<file path="src/rtl/avalon_mem_arbiter_pkg.sv">
// Shared types for the fetch / load-store Avalon-MM arbiter.
// State encoding, grant owner and the fetch abort instruction.
package avalon_mem_pkg;

  typedef enum logic [2:0] {
    IDLE,
    I_CMD,
    I_DATA,
    D_RCMD,
    D_RDATA,
    D_WCMD,
    DONE
  } arb_state_t;

  typedef enum logic {
    INSTR = 1'b0,
    DATA  = 1'b1
  } grant_t;

  localparam logic [31:0] RV_NOP = 32'h0000_0013;

endpackage

</file>
<file path="src/rtl/avalon_mem_arbiter_req_pending.sv">
// Rising-edge request capture with a sticky pending flag.
// A fresh edge in the clearing cycle wins, so it is never lost.
module req_pending (
  input  logic CLK,
  input  logic RST,
  input  logic req,
  input  logic mask,
  input  logic clr,
  output logic rise,
  output logic pending
);

  logic req_q;

  assign rise = req & ~req_q;

  always_ff @(posedge CLK) begin
    if (RST) begin
      req_q   <= 1'b0;
      pending <= 1'b0;
    end else begin
      req_q   <= req;
      pending <= (rise & ~mask) | (pending & ~clr);
    end
  end

endmodule

</file>
<file path="src/rtl/avalon_mem_arbiter.sv">
// Shares one Avalon-MM master between instruction fetch and data access,
// with alternating priority on contention, a wait timeout and sticky errors.
module avalon_mem_arbiter
  import avalon_mem_pkg::*;
#(
  parameter int AW       = 32,
  parameter int DW       = 32,
  parameter int MAX_WAIT = 255
) (
  input  logic            CLK,
  input  logic            RST,
  input  logic            i_req,
  input  logic [AW-1:0]   i_addr,
  output logic [DW-1:0]   i_rdata,
  output logic            i_done,
  input  logic            d_rd,
  input  logic            d_wr,
  input  logic [AW-1:0]   d_addr,
  input  logic [DW-1:0]   d_wdata,
  input  logic [DW/8-1:0] d_be,
  output logic [DW-1:0]   d_rdata,
  output logic            d_done,
  output logic [AW-1:0]   avm_address,
  output logic            avm_read,
  output logic            avm_write,
  output logic [DW-1:0]   avm_writedata,
  output logic [DW/8-1:0] avm_byteenable,
  input  logic [DW-1:0]   avm_readdata,
  input  logic            avm_readdatavalid,
  input  logic            avm_waitrequest,
  output logic [1:0]      err
);

  localparam int WW = (MAX_WAIT <= 1) ? 1 : $clog2(MAX_WAIT);
  localparam logic [WW-1:0] LIMIT =
    WW'((MAX_WAIT == 0) ? 0 : MAX_WAIT - 1);
  localparam bit TO_EN = (MAX_WAIT != 0);

  arb_state_t state, state_nxt;
  grant_t     last_grant, cur_grant;
  logic       cur_wr;
  logic [WW-1:0] wait_cnt;

  logic i_rise, i_pend, clr_i;
  logic r_rise, r_pend, clr_r;
  logic w_rise, w_pend, clr_w;

  logic d_pend, pick_data, timeout;
  logic take_grant, grab_i, grab_d;
  logic abort, abort_i, abort_d;

  req_pending u_ireq (
    .CLK     (CLK),
    .RST     (RST),
    .req     (i_req),
    .mask    (1'b0),
    .clr     (clr_i),
    .rise    (i_rise),
    .pending (i_pend)
  );

  // A read edge coinciding with a write edge is dropped.
  req_pending u_drd (
    .CLK     (CLK),
    .RST     (RST),
    .req     (d_rd),
    .mask    (w_rise),
    .clr     (clr_r),
    .rise    (r_rise),
    .pending (r_pend)
  );

  req_pending u_dwr (
    .CLK     (CLK),
    .RST     (RST),
    .req     (d_wr),
    .mask    (1'b0),
    .clr     (clr_w),
    .rise    (w_rise),
    .pending (w_pend)
  );

  assign d_pend    = r_pend | w_pend;
  assign pick_data = d_pend & (~i_pend | (last_grant == INSTR));
  assign timeout   = TO_EN && (wait_cnt == LIMIT);

  assign avm_read  = (state == I_CMD) || (state == D_RCMD);
  assign avm_write = (state == D_WCMD);
  assign i_done    = (state == DONE) && (cur_grant == INSTR);
  assign d_done    = (state == DONE) && (cur_grant == DATA);

  assign clr_i = i_done;
  assign clr_r = d_done & ~cur_wr;
  assign clr_w = d_done & cur_wr;

  always_comb begin
    state_nxt  = state;
    take_grant = 1'b0;
    grab_i     = 1'b0;
    grab_d     = 1'b0;
    abort_i    = 1'b0;
    abort_d    = 1'b0;
    abort      = 1'b0;
    unique case (state)
      IDLE: begin
        if (pick_data) begin
          take_grant = 1'b1;
          state_nxt  = w_pend ? D_WCMD : D_RCMD;
        end else if (i_pend) begin
          take_grant = 1'b1;
          state_nxt  = I_CMD;
        end
      end
      I_CMD: begin
        if (!avm_waitrequest && avm_readdatavalid) begin
          grab_i    = 1'b1;
          state_nxt = DONE;
        end else if (timeout) begin
          abort_i   = 1'b1;
          state_nxt = DONE;
        end else if (!avm_waitrequest) begin
          state_nxt = I_DATA;
        end
      end
      I_DATA: begin
        if (avm_readdatavalid) begin
          grab_i    = 1'b1;
          state_nxt = DONE;
        end else if (timeout) begin
          abort_i   = 1'b1;
          state_nxt = DONE;
        end
      end
      D_RCMD: begin
        if (!avm_waitrequest && avm_readdatavalid) begin
          grab_d    = 1'b1;
          state_nxt = DONE;
        end else if (timeout) begin
          abort_d   = 1'b1;
          state_nxt = DONE;
        end else if (!avm_waitrequest) begin
          state_nxt = D_RDATA;
        end
      end
      D_RDATA: begin
        if (avm_readdatavalid) begin
          grab_d    = 1'b1;
          state_nxt = DONE;
        end else if (timeout) begin
          abort_d   = 1'b1;
          state_nxt = DONE;
        end
      end
      D_WCMD: begin
        if (!avm_waitrequest) begin
          state_nxt = DONE;
        end else if (timeout) begin
          abort     = 1'b1;
          state_nxt = DONE;
        end
      end
      DONE:    state_nxt = IDLE;
      default: state_nxt = IDLE;
    endcase
  end

  always_ff @(posedge CLK) begin
    if (RST) begin
      state          <= IDLE;
      last_grant     <= INSTR;
      cur_grant      <= INSTR;
      cur_wr         <= 1'b0;
      wait_cnt       <= '0;
      avm_address    <= '0;
      avm_writedata  <= '0;
      avm_byteenable <= '0;
      i_rdata        <= '0;
      d_rdata        <= '0;
      err            <= 2'b00;
    end else begin
      state <= state_nxt;
      if (take_grant) begin
        wait_cnt       <= '0;
        cur_grant      <= pick_data ? DATA : INSTR;
        cur_wr         <= pick_data & w_pend;
        avm_address    <= pick_data ? d_addr : i_addr;
        avm_writedata  <= (pick_data & w_pend) ? d_wdata : '0;
        avm_byteenable <= (pick_data & w_pend) ? d_be : '1;
      end else if (state != IDLE && state != DONE) begin
        wait_cnt <= wait_cnt + WW'(1);
      end
      if (grab_i)  i_rdata <= avm_readdata;
      if (grab_d)  d_rdata <= avm_readdata;
      // An abandoned fetch must still hand the core something harmless.
      if (abort_i) i_rdata <= DW'(RV_NOP);
      if (abort_d) d_rdata <= '0;
      if (abort | abort_i | abort_d) err[0] <= 1'b1;
      if (r_rise & w_rise) err[1] <= 1'b1;
      if (state == DONE) last_grant <= cur_grant;
    end
  end

endmodule

</file>
<file path="config.mk">
export PLATFORM = sky130hd
export DESIGN_NAME = avalon_mem_arbiter
export DESIGN_NICKNAME = d
export VERILOG_FILES = /design/src/rtl/avalon_mem_arbiter_pkg.sv /design/src/rtl/avalon_mem_arbiter_req_pending.sv /design/src/rtl/avalon_mem_arbiter.sv
export SDC_FILE = /design/constraint.sdc
export NUM_CORES = 1
export LEC_CHECK = 0
export ABC_CLOCK_PERIOD_IN_PS = 1870
export CELL_PAD_IN_SITES_DETAIL_PLACEMENT = 1
export CELL_PAD_IN_SITES_GLOBAL_PLACEMENT = 1
export CORE_MARGIN = 3
export CORE_UTILIZATION = 28
export CTS_CLUSTER_SIZE = 8
export DETAILED_ROUTE_END_ITERATION = 10
export PLACE_DENSITY_LB_ADDON = 0.1
export SLEW_MARGIN = 20
export SYNTH_ARGS = -nofsm -noshare
export SYNTH_HDL_FRONTEND = slang
export SYNTH_SLANG_ARGS = --single-unit
export TNS_END_PERCENT = 10
</file>
<file path="constraint.sdc">
create_clock -name CLK -period 1.87 [get_ports CLK]
set_clock_uncertainty 0.2 [all_clocks]
set_input_delay 0.374 -clock CLK [delete_from_list [all_inputs] [get_ports CLK]]
set_output_delay 0.374 -clock CLK [all_outputs]
set_load 0.05 [all_outputs]
</file>
==> Yosys cells after proc, flatten, opt, wreduce, memory -nomap -nowiden <==
Index checks and enable logic that the tools add are counted.
{ "classes": {"n_addsub": 1, "n_eq_ne": 11, "n_mux": 33, "n_bitwise": 30, "reduce_logical": 14} }
{ "ops": {"columns": ["operator", "count"], "rows": [
  ["two-way mux 32 bit", 2],
  ["two-way mux 3 bit", 12],
  ["case mux 3 bit (5 select lines)", 1],
  ["bitwise AND 1 bit", 12],
  ["two-way mux 1 bit", 11],
  ["NOT 1 bit", 11],
  ["two-way mux 5 bit", 2],
  ["== test 3 bit (second input constant)", 3],
  ["adder 8 x 1 -> 8 bit (second input constant)", 1],
  ["== test 8 bit (second input constant)", 1],
  ["!= test 4 x 3 -> 1 bit (second input constant)", 2],
  ["case mux 1 bit (2 select lines)", 4],
  ["OR reduction 2 bit", 4],
  ["bitwise OR 1 bit", 7],
  ["== test 3 x 2 -> 1 bit (second input constant)", 2],
  ["logical AND 1 bit", 4],
  ["two-way mux 4 bit", 1],
  ["== test 3 x 1 -> 1 bit (second input constant)", 1],
  ["zero test 3 bit", 1],
  ["!= test 3 x 2 -> 1 bit (second input constant)", 1],
  ["!= test 3 bit (second input constant)", 1],
  ["AND reduction 3 bit", 1],
  ["nonzero test 3 bit", 1],
  ["nonzero test 2 bit", 1],
  ["other kinds (2)", 2]
]} }
{ "totals": {"register_bits": 154, "inputBits": 139, "output_inout_bits": 138} }

==> Depth between registers and ports, before layout <==
Gate-level depths: netlist of run 1.
{ "depth": {"word_depth": 6, "ltp_mapped": 8, "depth_no_buf": 6} }

==> Hierarchy <==
A second synthesis of run 1 with hierarchy kept.
{ "hier_totals": {"hier_cells": 604, "hier_area_um2": 5974.5} }
{ "modules_own_cells": {"columns": ["module", "instances", "cells_each", "area_each_um2"], "rows": [
  ["avalon_mem_arbiter", 1, 583, 5715.5],
  ["req_pending", 3, 7, 86.3]
]} }

==> Worst setup path before layout of run 1 <==
No wires, ideal clock.
{ "synth_timing": {"kind": "register to output", "start": "register state[1]", "end": "output port i_done", "arrival_ns": 1.524, "required_ns": 1.296, "setup_slack_ns": -0.228, "stages_incl_launch_ff": 5, "n_path_buf": 1, "path_cell_list": "dfxtp_1 > buf_4 > nor2b_1 > nand2_1 > nor2_1"} }
{ "synth_via": {"elab_chain_len": 2} }
{ "synth_rtl": {"columns": ["item", "line", "source"], "rows": [
  ["from (decl)", "avalon_mem_arbiter.sv:39", "arb_state_t state, state_nxt;"],
  ["from (signal assigned)", "avalon_mem_arbiter.sv:181", "state <= state_nxt;"],
  ["== test 3 bit", "avalon_mem_arbiter.sv:89", "assign i_done = (state == DONE) && (cur_grant == INSTR);"],
  ["logical AND 1 bit", "avalon_mem_arbiter.sv:89", null],
  ["to (decl)", "avalon_mem_arbiter.sv:15", "output logic i_done,"]
]} }
Every way passes these cells.

==> Worst setup path after layout of run 1 <==
{ "layout_timing": {"start": "register state[0]", "end": "output port avm_write"} }
{ "layout_via": {"elab_chain_len": 1} }
{ "layout_rtl": {"columns": ["item", "line", "source"], "rows": [
  ["== test 3 bit", "avalon_mem_arbiter.sv:88", "assign avm_write = (state == D_WCMD);"],
  ["to (decl)", "avalon_mem_arbiter.sv:25", "output logic avm_write,"]
]} }
Every way passes these cells.

==> metrics.md, run 1 <==
| Metric | Value |
|---|---|
| Cells after DPL | 1171 |
| Hold slack | 0.221 ns |
| Final worst setup slack | -0.0694 ns |
| Die Ht | 154 um |
| Num CTS Buffers | 17 |
| DRC | 0 |
| Peak VDD IR | 0.000582 V |
| Synth Flop Type | dfxtp_1 |
| Fin. max-slew vios | 0 |
| CTS Sinks | 154 |
| GRT Util Overall | roughly 17% |
| Top sig layer | met4 |
| Slew @ Worst Pin | 0.479 ns |
| P per Cell Area | 1430 mW/mm^2 |
| Number of global-route vias before repair | 6102 |
| Core area | 0.0214 mm^2 |
| Status | finished with violations |
| Width of the die | 154 um |
| Hold Fails Final Rpt | 0 |
| Arr. time, crit path | 1.37 ns |
| Site row count | 53 |
| Sequential Power Share | 29.3% |
| RSZ-0062 raised after global routing | true |
| F_max | 0.516 GHz |
| Final ANT Viol Nets | 0 |
| Post-route cell area | 0.0103 mm^2 |
| CP Class | reg2out |
| CTS clock-pin slew for the worst setup and hold paths | 0.07 ns |
| Commonest non-fill, non-tap cells in the layout | buf_4 (173), dfxtp_1 (151), clkdlybuf4s50_1 (136) |
| Register area share after synthesis | between 40% and 50% |
| Mapped cell area | 0.00617 mm^2 |
| Synthesized netlist cell count | 616 |
| Routed WL per cell | about 18 um |
| P_int | between 8 and 9 mW |
| DR vias | 5763 |
| M1 WL | 9540 um |
| Hold Startpoint | RST |
| Overall power | 14.7 mW |
| Hold depth | 2 |
| Clock buffer depth | 2 |
| WP data required | around 1.3 ns |
| Worst min-delay path category | in2reg |
| Post-synth ARST share | 0% |
| Worst r2r src | state[0] |
| TritonCTS clock tree | done |
| Final net count | 1074 |
| Layout overhead on the synthesized area | 66.5% |
| Worst setup SP type | register |
| Synth cell types | 52 |
| EDFF count, synth | 0 |
| Setup crit end kind | primary output |
| Hold Crit Endpoint | state[0] |
| Commonest non-fill, non-tap cell in the layout | buf_4 |
| Hpwl dp | between 15000 and 20000 um |
| Pin count of the biggest net entering global routing | 47 |
| Detailed Route WL | about 22000 um |
| Clock share of power | 23.3% |
| Reg-to-reg setup timing slack | 0 ns |
| R2R depth | 5 |
| Avg Vias per Cell | 4.72 |
| Fin cells | 1220 |
| Fillers | ~2300 |
| CP max FO | 5 |
| Failing checks | negative setup slack |
| Crit path time final | ~1.9 ns |
| Port Buffers | 276 |
| Switching Fraction | 42.0% |
| 1st-iter DRT viols | 205 |
| Gr ovfl total | 0 |
| H-tree levels | 4 |
| Synth Warn # | 0 |
| First-pass GRT wire length | roughly 34000 um |
| Area post-placement | about 0.0093 mm^2 |
| Max Cap Violations | 0 |
| Root buf cell | clkbuf_16 |
| Drt first pass iters | 6 |
| Comb power frac | 47.4% |
| Io pins | 277 |
| GP Congestion | just over 0.8 |
| Tcrit/Tclk final | 104% |
| Initial antenna violation count | 0 |
| Met2 routed wirelength | 11100 um |
| Finish-stage setup viols | 5 |
| Relative slew margins | 68.0% |
| Leak | 4.47 nW |
| Net Count, Synth | 757 |
| Clock Latency Late Sink | between 0.4 and 0.5 ns |
| Die area | 0.0239 mm^2 |
| Initial Utilization | about 29% |
| Share of cells above drive strength 1 | 32.5% |
| Met3 WL | 1530 um |
| Avg Inst Size Synth | 10.0 um^2 |
| R2R Path End | avm_writedata[18] |
| Sw Pwr | about 6 mW |
| N_diodes | 0 |
| #FFs+latches synth | 154 |
## state kept, by name, indices dropped and copies added, names as in the netlist, 2 cells and up
signal	cells
avm_address	32
avm_byteenable	4
avm_writedata	32
d_rdata	32
err	2
i_rdata	32
state	3
wait_cnt	8
## power by group through the flow
stage	sequential, mW	clock (mW)	combinational [mW]
global route	4.40	3.69	7.40
detailed placement	4.37	0	6.41
global placement	4.33	0	6.28
floorplan	6.24	0	2.30
finish	4.31	3.43	6.98
CTS	4.32	3.55	6.61
## cell type report
class | count | area [um^2] | area share [%]
Tap cell | 275 | 344 | 3.35
Sequential cell | 154 | 3090 | 30.1
Clock buffer | 17 | 425 | 4.14
Clock inverter | 14 | 153 | 1.49
Multi-Input combinational cell | 412 | 2940 | 28.6
Timing Repair Buffer | 342 | 3300 | 32.1
Inverter | 6 | 22.5 | 0.219
## critical path, stage by stage, from the launching register on
cell	delay, ns
dfxtp_4	0.39
buf_8	0.12
nor2b_4	0.15
and2_4	0.16
buf_12	0.13
## layer usage
metal | up-vias | global-route usage, %
met3 | 12 | 5.20
met1 | 2770 | 21.6
met2 | 183 | 30.0
met4 | 0 | 4.12
li1 | 2798 | -
met5 | - | 0
## cell families after synthesis
kind of cell	synth area share (%)
AO/OA/AOI/OAI	19.2
XOR/XNOR	1.26
adder cells (fa/ha/maj)	0.405
buffers and inverters	4.97
flip-flops	50.0
multiplexers	10.4
AND/OR/NAND/NOR	13.9
## worst max-delay path by stage
| stage | startpoint | endpoint | slack, ns | cells after the start |
|---|---|---|---|---|
| after floorplan | state[1] | i_done | -0.02 | 4 |
| after global placement | avm_waitrequest | d_rdata[31] | -0.29 | 6 |
| after detailed placement | avm_waitrequest | i_rdata[4] | -0.30 | 8 |
| after CTS | state[0] | avm_write | -0.09 | 4 |
| after global routing | state[0] | avm_write | -0.11 | 4 |
| final | state[0] | avm_write | -0.07 | 4 |
## stage by stage
step	setup TNS [ns]	util [%]	worst slack [ns]
finish	-0.127	48.1	-0.0694
global route	-2.91	48.1	-0.115
CTS	-0.438	46.8	-0.0877
detailed placement	-20.50	43.4	-0.302
global placement	-18.44	43.4	-0.292
floorplan	-0.0152	-	-0.0152
## synthesized netlist by cell type, types with 6 or more instances
cell type,count,share of area [%]
clkbuf_1,12,0.73
a211oi_2,32,6.5
o21ai_0,10,0.81
buf_2,14,1.1
nor2_1,83,5.0
inv_1,6,0.36
buf_6,8,1.5
mux2i_1,64,10
buf_4,10,1.2
a22o_1,32,4.5
o22ai_1,6,0.61
dfxtp_1,154,50
a21oi_1,38,3.1
nand2_1,73,4.4
nor2b_1,10,1.0
## repair_timing
action                     in CTS  in global routing
hold buffers                    0                  0
pin swaps                       9                 18
hold endpoints to repair        0                  0
resized for setup              26                 18
buffers inserted                7                  5
cloned                          1                  6
setup endpoints to repair      73                109
(Power assumes the default switching activity.)
==> run 2, diff against run 1 <==
- CTS_BUF_LIST: default -> sky130_fd_sc_hd__clkbuf_4
- TNS_END_PERCENT: 10 -> default
==> metrics.md, run 2 (same netlist as run 1, synthesis figures left out) <==
| Metric | Value |
|---|---|
| Status | finished with violations |
| Failing checks | negative setup slack |
| Worst r2r src | state[0] |
| Worst path max stage delay | 0.39 ns (about the same) |
| Num CTS Buffers | 17 (unchanged) |
| Io pins | 277 (unchanged) |
| Port Buffers | 276 (unchanged) |
| Setup crit end kind | primary output |
| Tcrit/Tclk final | 111% (+7.6 points) |
| Worst min-delay path category | in2reg |
| Width of the die | 154 um (unchanged) |
| Clock buffer depth | 2 (unchanged) |
| Area occupied by multi-input gates | 0.00324 mm^2 (+10%) |
| Worst slack at placement | -0.302 ns (unchanged) |
| Relative slew margins | 68.2% (+0.27 points) |
| Avg Vias per Cell | 4.77 (+0.94%) |
| P per Cell Area | 1330 mW/mm^2 (-7.3%) |
| Initial antenna violation count | 1 (+1) |
| CP cell instances | buf_4 > nor2b_4 > and2_4 > buf_12 |
| CP max FO | 5 (unchanged) |
| Root buf cell | clkbuf_4 |
| Hold Fails Final Rpt | 0 (unchanged) |
| M1 WL | 9520 um (-0.22%) |
| Share of cells above drive strength 1 | 40.2% (+7.7 points) |
| CTS Sinks | 154 (unchanged) |
| Number of global-route vias before repair | 6189 (+1.4%) |
| WP data required | 1.30 ns (about the same) |
| GP Congestion | 0.816 (unchanged) |
| Crit path time final | 2.08 ns (+0.142 ns) |
| Crit path launch | state[1] |
| H-tree levels | 4 (unchanged) |
| Hpwl dp | 15700 um (unchanged) |
| Top sig layer | met4 |
| Initial Utilization | 28.9% (unchanged) |
| Commonest non-fill, non-tap cell in the layout | buf_4 |
| Core area | 0.0214 mm^2 (unchanged) |
| RSZ-0062 raised after global routing | true |
| Layout overhead on the synthesized area | 69.3% |
| Clock Latency Late Sink | 0.57 ns (+0.15 ns) |
| Overall power | 13.9 mW (-5.7%) |
| Gr ovfl total | 0 (unchanged) |
| Routed WL per cell | 18.6 um (+1.5%) |
| CTS clock-pin slew for the worst setup and hold paths | 0.16 ns (+0.09 ns) |
| DRC | 0 (unchanged) |
| TritonCTS clock tree | done |
| Hold Startpoint | avm_readdata[23] |
| Commonest non-fill, non-tap cells in the layout | buf_4 (173), dfxtp_1 (140), clkdlybuf4s50_1 (137) |
| DR vias | 5865 (+1.8%) |
| Worst path top cell family by delay | flip-flops |
| Final ANT Viol Nets | 0 (unchanged) |
| CP Class | reg2out |
| F_max | 0.480 GHz (-6.8%) |
| Max Cap Violations | 0 (unchanged) |
| Buf/Inv on CP | 2 (unchanged) |
| Leak | 4.49 nW (+0.42%) |
| Die area | 0.0239 mm^2 (unchanged) |
| Final worst setup slack | -0.212 ns (-0.142 ns) |
| Site row count | 53 (unchanged) |
| Peak VDD IR | 0.000498 V (-14%) |
| Worst setup SP type | register |
| Worst path slowest cell | dfxtp_4 |
| Detailed Route WL | 22900 um (+2.4%) |
| Drt first pass iters | 4 (-2) |
| Final net count | 1082 (+0.74%) |
| Arr. time, crit path | 1.51 ns (+0.14 ns) |
| First-pass GRT wire length | 34200 um (+0.69%) |
| GRT Util Overall | 17.6% (+0.16 points) |
| Met3 WL | 1630 um (+6.4%) |
| Met2 routed wirelength | 11500 um (+3.3%) |
| 1st-iter DRT viols | 185 (-9.8%) |
| Finish-stage setup viols | 144 (+139) |
| Fillers | 2317 (-1.1%) |
| Pin count of the biggest net entering global routing | 47 (unchanged) |
| Slew @ Worst Pin | 0.475 ns (-0.00398 ns) |
| Register Area | 0.00311 mm^2 (+0.45%) |
| Fin. max-slew vios | 0 (unchanged) |
| Die Ht | 154 um (unchanged) |
==> run 2: metal layers <==
| layer | vias to the layer above | track usage, % |
|---|---|---|
| met5 | - | 0 |
| met4 | 0 | 5.09 |
| met3 | 22 | 5.43 |
| met2 | 198 | 29.9 |
| met1 | 2826 | 21.6 |
| li1 | 2819 | - |
==> run 2: tightest hold or removal path, stage by stage <==
cell	delay, ns
clkdlybuf4s50_1	0.42
nand2_1	0.08
a21oi_2	0.05
==> run 2: worst paths after layout <==
kind | to | slack (ns) | cells after the start
worst max-delay path | avm_write | -0.21 | 4
worst min-delay path | i_rdata[23] | 0.18 | 3
worst max register to register | avm_writedata[18] | -0.21 | 7
worst min register to register | i_rdata[27] | 0.26 | 2
==> run 2: timing repair <==
action / in CTS / in global routing
setup endpoints to repair: 78 / 147
gates resized for setup: 28 / 113
cloned: 2 / 8
endpoints found under the hold margin: 1 / 0
pin swaps: 6 / 39
buffers inserted: 11 / 5
hold buffers: 1 / 0
==> run 2: layout make-up <==
class	instances	share of cell area, %
clock inverters	14	1.46
repair buffers	350	33.0
diodes	2	0.0479
flip-flops and latches	154	29.7
multi-input cells	412	31.0
inverters	6	0.216
clock buffers	17	1.22
well taps	275	3.29
==> run 2: through the flow <==
| step | cell area, um^2 | hold WS (ns) | util [%] | cells | TNS, ns |
|---|---|---|---|---|---|
| 2_1_floorplan | 6170 | 0.237 | - | 616 | -0.0152 |
| 3_3_place_gp | 9270 | 0.245 | 43.4 | 1171 | -18.44 |
| 3_5_place_dp | 9270 | 0.249 | 43.4 | 1171 | -20.50 |
| 4_1_cts | 9770 | 0.0903 | 45.8 | 1215 | -4.54 |
| 5_1_grt | 10400 | 0.116 | 48.9 | 1230 | -25.90 |
| 6_report | 10400 | 0.176 | 48.9 | 1230 | -16.59 |
==> run 2: where the power goes <==
group | switching [mW] | leakage (nW) | total, mW | internal (mW)
Combinational | 4.43 | 3.09 | 7.42 | 2.99
Clock | 1.38 | 0.143 | 2.09 | 0.707
Sequential | 0.436 | 1.26 | 4.36 | 3.93
Total | 6.25 | 4.49 | 13.9 | 7.63
==> run 3, diff against run 2 <==
- CTS_CLUSTER_SIZE: 8 -> default
==> results of run 3 <==
Final layout, timing and power as in run 2 (identical DEF).
